## src/rtl/cache_pkg.sv

```systemverilog
// cache_pkg
//   Shared definitions for the cache/memory path: default line and beat
//   geometry, the burst-adaptor state encoding and the beat-index type.
package cache_pkg;

  localparam int DEF_LINE_W = 256;
  localparam int DEF_BEAT_W = 64;
  localparam int DEF_BEATS  = DEF_LINE_W / DEF_BEAT_W;
  localparam int DEF_ADDR_W = 32;
  localparam int BEAT_IDX_W = $clog2(DEF_BEATS);

  typedef logic [BEAT_IDX_W-1:0] beat_idx_t;

  typedef enum logic [1:0] {
    IDLE     = 2'd0,
    RD_BURST = 2'd1,
    WR_BURST = 2'd2,
    DONE     = 2'd3
  } burst_state_t;

endpackage

```

## src/rtl/line_burst_adaptor.sv

```systemverilog
// line_burst_adaptor
//   Answers the data cache's line-wide physical-memory port by running a
//   BEATS-long burst on the narrower main-memory bus, then returning a single
//   pmem_resp pulse once the whole line has moved.
//
//   state    | meaning
//   ---------+-----------------------------------------------------------
//   IDLE     | waiting for pmem_read / pmem_write (write has priority)
//   RD_BURST | collecting read beats into the line buffer
//   WR_BURST | presenting buffered write beats, one per burst_resp
//   DONE     | one-cycle pmem_resp; always returns to IDLE
//
// Ports
//   clk, rst_n                 clock, async active-low reset
//   pmem_read / pmem_write     line requests from cache (level, held to resp)
//   pmem_address               line address from cache
//   pmem_wdata256              line to write back
//   pmem_rdata256              line buffer, driven while pmem_resp=1
//   pmem_resp                  one-cycle completion pulse
//   burst_read / burst_write   memory-side requests
//   burst_address              latched, line-aligned address
//   burst_wdata                current write beat
//   burst_rdata, burst_resp    returned beat and per-beat handshake
module line_burst_adaptor
  import cache_pkg::*;
#(
  parameter int LINE_W = DEF_LINE_W,
  parameter int BEAT_W = DEF_BEAT_W,
  parameter int BEATS  = DEF_BEATS,
  parameter int ADDR_W = DEF_ADDR_W
) (
  input  logic              clk,
  input  logic              rst_n,
  input  logic              pmem_read,
  input  logic              pmem_write,
  input  logic [ADDR_W-1:0] pmem_address,
  input  logic [LINE_W-1:0] pmem_wdata256,
  output logic [LINE_W-1:0] pmem_rdata256,
  output logic              pmem_resp,
  output logic              burst_read,
  output logic              burst_write,
  output logic [ADDR_W-1:0] burst_address,
  output logic [BEAT_W-1:0] burst_wdata,
  input  logic [BEAT_W-1:0] burst_rdata,
  input  logic              burst_resp
);

  localparam int CNT_W = (BEATS > 1) ? $clog2(BEATS) : 1;
  localparam logic [CNT_W-1:0] LAST_BEAT = CNT_W'(BEATS - 1);
  // Byte-offset bits within a line; cleared when the address is latched.
  localparam logic [ADDR_W-1:0] LINE_OFFS_MASK = ADDR_W'((LINE_W / 8) - 1);

  burst_state_t      state;
  logic [CNT_W-1:0]  cnt;
  logic [LINE_W-1:0] line_buf;
  logic [ADDR_W-1:0] addr_q;

  always_ff @(posedge clk or negedge rst_n) begin
    if (!rst_n) begin
      state    <= IDLE;
      cnt      <= '0;
      line_buf <= '0;
      addr_q   <= '0;
    end else begin
      case (state)
        IDLE: begin
          if (pmem_write) begin
            line_buf <= pmem_wdata256;
            addr_q   <= pmem_address & ~LINE_OFFS_MASK;
            cnt      <= '0;
            state    <= WR_BURST;
          end else if (pmem_read) begin
            addr_q   <= pmem_address & ~LINE_OFFS_MASK;
            cnt      <= '0;
            state    <= RD_BURST;
          end
        end
        RD_BURST: begin
          if (burst_resp) begin
            line_buf[BEAT_W*cnt +: BEAT_W] <= burst_rdata;
            if (cnt == LAST_BEAT) begin
              cnt   <= '0;
              state <= DONE;
            end else begin
              cnt <= cnt + 1'b1;
            end
          end
        end
        WR_BURST: begin
          if (burst_resp) begin
            if (cnt == LAST_BEAT) begin
              cnt   <= '0;
              state <= DONE;
            end else begin
              cnt <= cnt + 1'b1;
            end
          end
        end
        DONE: begin
          // The cache drops its request during this cycle, so IDLE never
          // resamples a request that has already been served.
          state <= IDLE;
        end
        default: state <= IDLE;
      endcase
    end
  end

  // All memory/cache-facing outputs come straight from registers; nothing
  // on the pmem_* inputs reaches burst_* combinationally.
  assign burst_read    = (state == RD_BURST);
  assign burst_write   = (state == WR_BURST);
  assign pmem_resp     = (state == DONE);
  assign burst_address = addr_q;
  assign burst_wdata   = burst_write ? line_buf[BEAT_W*cnt +: BEAT_W] : '0;
  assign pmem_rdata256 = pmem_resp ? line_buf : '0;

endmodule

```

## config.mk

```make
export PLATFORM = sky130hd
export DESIGN_NAME = line_burst_adaptor
export DESIGN_NICKNAME = d
export VERILOG_FILES = /design/src/rtl/cache_pkg.sv /design/src/rtl/line_burst_adaptor.sv
export SDC_FILE = /design/constraint.sdc
export NUM_CORES = 1
export LEC_CHECK = 0
export BUFFER_PORTS_ARGS = -buffer_cell sky130_fd_sc_hd__buf_2
export CAP_MARGIN = 20
export CORE_AREA = 3 3 272 274
export CTS_CLUSTER_SIZE = 40
export DETAILED_ROUTE_END_ITERATION = 8
export DIE_AREA = 0 0 275 277
export PLACE_DENSITY = 0.6
export SLEW_MARGIN = 20
export SYNTH_ARGS = -nofsm -noshare
export SYNTH_HDL_FRONTEND = slang
export SYNTH_SLANG_ARGS = --single-unit
```

## constraint.sdc

```tcl
create_clock -name clk -period 3.2 [get_ports clk]
set_input_delay 0.16 -clock clk [delete_from_list [all_inputs] [get_ports clk]]
set_output_delay 0.16 -clock clk [all_outputs]
set_load 0.02 [all_outputs]
```

==> results.py <==
metrics = {
    "run_status": {
        "run_status": "completed",
    },
    "sta": {
        "timing.final.max_slew_violations": 0,
        "final_hold_viol_count": 0,
        "timing.hold.ws_ns": 0.0397,
        "timing.final.ws_setup_ns": 0.222,
        "worst_clock_skew_ns": 0.0263,
        "post-route-period-util_pct": 93.1,
        "grt_setup_unrepaired": "no",
        "maxClockFrequency_mhz": 336,
        "setup_violations": 0,
        "transition_time_at_the_pin_with_the_least_slew_margin_ns": 1.35,
        "fin_setup_tns_ns": 0,
        "finalWorstPathRequiredPeriod_ns": 2.98,
        "slew_headroom_pct": 10.1,
    },
    "min_path": {
        "hp-start": "burst_rdata[50]",
        "hold_path_depth": 3,
        "whs_endpoint": "line_buf[242]",
        "hp-class": "input port to flop",
    },
    "floorplan": {
        "floorplan.initialDensity_pct": 26.2,
        "fp.dieArea_mm2": 0.0762,
        "placement_rows": 98,
        "dieHeight_um": 277,
        "fp.dieW_um": 275,
        "design.core.area_mm2": 0.0716,
        "floorplan.io_pins": 712,
    },
    "layout": {
        "area.sequential_mm2": 0.00719,
        "nets": 2963,
        "final_layout_size_suffix_gt1_share_pct": 44.3,
        "multi_input_comb_area_mm2": 0.0102,
        "post_layout_nonfiller_instances": 3582,
        "area.growth.synth_to_final_pct": 45.3,
        "final_area_mm2": 0.0272,
        "layout_commonest_cell": "sky130_fd_sc_hd__buf_2",
        "layout_common_cells": "sky130_fd_sc_hd__buf_2 (700), sky130_fd_sc_hd__and2_1 (321), sky130_fd_sc_hd__dfrtp_1 (285), sky130_fd_sc_hd__dlygate4sd3_1 (284), sky130_fd_sc_hd__mux2_2 (268)",
        "fillerInstances": 7150,
    },
    "yosys": {
        "postSynthCellCount": 1701,
        "ys_warn_count": 0,
        "post_synth_num_cell_types": 41,
        "ys_seq_area_share_pct": 38.3,
        "post_synth_instance_area_mm2": 0.0187,
        "postSynthAreaPerCell_um2": 11.0,
        "number_of_storage_elements_in_the_synthesis_netlist": 287,
    },
    "global_route": {
        "grt_first_pass_wirelength_um": 124000,
        "global_route.overflow_total": 0,
        "initial_antenna_violation_count": 11,
        "grt_max_degree": 82,
        "total_global_routing_track_utilization_pct": 21.3,
        "via_count_of_the_first_global_routing_pass": 19300,
    },
    "clock_tree": {
        "cts.htree.levels": 2,
        "clock-sinks": 287,
        "maximum_count_of_clock_buffers_along_a_single_path": 3,
        "clkSlewWorstSetupHoldPaths_ns": 0.06,
        "cts_tree": "built",
        "worstSkewPairLatency_ns": 0.55,
        "cts_made_buffers": 37,
        "cts_root_buffer": "sky130_fd_sc_hd__clkbuf_16",
        "post_cts_resize_count": 0,
        "post_cts.repair.setup_buffers": 0,
    },
    "setup_path": {
        "crit_path_frequent_cell": "sky130_fd_sc_hd__buf_4",
        "cp-start-kind": "flop",
        "ff_to_ff_setup_slack_ns": 0.22,
        "path_class": "flop to flop",
        "worstPathCellList": "buf_4 > ha_1 > nor2b_4 > buf_4 > a32o_1 > dlygate4sd3_1 > mux2_2",
        "largest_fanout_on_the_critical_path": 37,
        "cp-end-kind": "flop",
        "worst_ep_arrival_time_ns": 3.46,
        "worst-r2r-cell-count": 7,
        "ff_to_ff_start": "cnt[1]",
        "critical_path.max_stage_delay_ns": 0.54,
        "critPathRequiredTime_ns": 3.68,
        "timing.critical_path.slowest_stage_cell": "sky130_fd_sc_hd__dlygate4sd3_1",
        "critical_path.reg2reg.endpoint": "line_buf[234]",
    },
    "pwr": {
        "power.ir.vdd_worst_v": 0.000874,
        "power.leakage_nw": 12.9,
        "power_density_mw_per_mm2": 949,
    },
    "job": {
        "cap_viol_max_count": 0,
    },
    "routing": {
        "route.detailed.drc": 0,
        "drtIter0Drc": 1362,
        "routed_wl_um": 84500,
        "routed_wire_length_per_instance_um": 23.6,
        "dr.pass1.iters": 5,
        "average_via_count_per_standard_cell": 5.15,
        "postRouteAntennaNets": 0,
        "detailroute.via_count": 18400,
    },
    "place": {
        "placed_cell_area_mm2": 0.0231,
        "dp_slack_ns": 0.609,
        "place.gp.congestion": 0.869,
        "post-dp-hpwl_um": 55900,
        "number_of_placed_instances_with_taps_included": 3223,
        "placement.io_buffers": 701,
    },
}
==> state kept, by name (all words and copies together), names as in the netlist <==
name and count:
line_buf 256, burst_address 27, cnt 2, state 2
==> cell families after synthesis <==
family | after synthesis | synth area share [%]
adders and majority gates | 9 | 0.601
AOI/OAI and AO/OA | 270 | 13.1
DFF | 287 | 38.3
and+or+nand+nor | 469 | 15.2
other | 1 | 0.0200
muxes | 348 | 24.9
buffers and inverters | 317 | 7.87
==> report_power, final <==
part / internal [W] / switching, W / leakage [nW]
clock network: 0.00247 / 0.00172 / 0.591
logic: 0.00660 / 0.00805 / 8.82
registers: 0.00551 / 0.00148 / 3.50
==> worst max-delay path by stage <==
stage | startpoint | end | slack [ns] | cells after the start
after floorplan | cnt[0] | line_buf[223] | 0.64 | 11
after global placement | cnt[0] | line_buf[217] | 0.63 | 6
after detailed placement | cnt[0] | line_buf[219] | 0.61 | 6
after CTS | cnt[0] | line_buf[211] | 0.05 | 7
after global routing | cnt[0] | line_buf[209] | 0.10 | 7
final | cnt[1] | line_buf[234] | 0.22 | 7
==> cell type report <==
cell class | count | share of cell area (%)
multi-input cells | 1102 | 37.4
flip-flops and latches | 287 | 26.4
repair buffers | 1035 | 25.5
well taps | 950 | 4.37
clock buffers | 54 | 4.05
inverters | 134 | 1.86
clock inverters | 13 | 0.372
diodes | 7 | 0.0643
==> synthesized netlist by cell type <==
master                      number  share of area (%)
sky130_fd_sc_hd__a2111oi_0       1              0.047
sky130_fd_sc_hd__a211o_1         2              0.094
sky130_fd_sc_hd__a21oi_1         2              0.053
sky130_fd_sc_hd__a21oi_4         4               0.35
sky130_fd_sc_hd__a221oi_1        1              0.047
sky130_fd_sc_hd__a311oi_1        1              0.047
sky130_fd_sc_hd__a31oi_1         1              0.033
sky130_fd_sc_hd__a32o_1         64                3.4
sky130_fd_sc_hd__and2_1        321                 11
sky130_fd_sc_hd__and3_1          2              0.067
sky130_fd_sc_hd__and3b_1         1              0.047
sky130_fd_sc_hd__buf_1           8               0.16
sky130_fd_sc_hd__buf_2          39                1.0
sky130_fd_sc_hd__buf_4           7               0.28
sky130_fd_sc_hd__buf_6          25                1.5
sky130_fd_sc_hd__clkbuf_1      100                2.0
sky130_fd_sc_hd__clkbuf_2        2              0.053
sky130_fd_sc_hd__clkbuf_8        2               0.15
sky130_fd_sc_hd__conb_1          1              0.020
sky130_fd_sc_hd__dfrtp_1       287                 38
sky130_fd_sc_hd__ha_1            9               0.60
sky130_fd_sc_hd__inv_1         134                2.7
sky130_fd_sc_hd__mux2_1         13               0.78
sky130_fd_sc_hd__mux2_2        268                 16
sky130_fd_sc_hd__mux2_4          2               0.16
sky130_fd_sc_hd__mux2i_4         1               0.12
sky130_fd_sc_hd__mux4_2         64                7.7
sky130_fd_sc_hd__nand2_1         5               0.10
sky130_fd_sc_hd__nand2_2         1              0.033
sky130_fd_sc_hd__nand2b_1       68                2.3
sky130_fd_sc_hd__nand3_1        65                1.7
sky130_fd_sc_hd__nand3b_1        1              0.040
sky130_fd_sc_hd__nand4_1         1              0.033
sky130_fd_sc_hd__nand4b_1        1              0.047
sky130_fd_sc_hd__nor2_1          1              0.020
sky130_fd_sc_hd__nor2b_1         2              0.067
sky130_fd_sc_hd__o21ai_0         1              0.027
sky130_fd_sc_hd__o22ai_1         1              0.033
sky130_fd_sc_hd__o2bb2ai_1      64                3.0
sky130_fd_sc_hd__o32ai_1        64                3.0
sky130_fd_sc_hd__o41ai_1        64                3.0
==> layer usage <==
metal	global-route usage [%]	wire, um	up-vias
met5	0	35	-
met4	9.76	3680	6
met1	26.8	33700	9223
li1	-	-	7970
met3	3.89	6250	226
met2	35.4	40800	1017
==> per-stage QoR <==
stage,utilization (%),total power (W)
floorplan,-,0.0164
global placement,32.3,0.0211
detailed placement,32.3,0.0212
CTS,38.0,0.0259
global route,38.0,0.0273
finish,38.0,0.0258
==> critical path: cells and delay by family, from the launching register on <==
family	cells	cell delay, ns
buffers and inverters	3	1.54
flip-flops	1	0.41
adder cells (fa/ha/maj)	1	0.34
AO/OA/AOI/OAI	1	0.25
AND/OR/NAND/NOR	1	0.17
multiplexers	1	0.14
==> repair_timing <==
action,in CTS,in global routing
endpoints found under the hold margin,315,0
hold buffers,284,0
setup endpoints to repair,0,9
No activity file was read; power rests on OpenSTA's default activity.
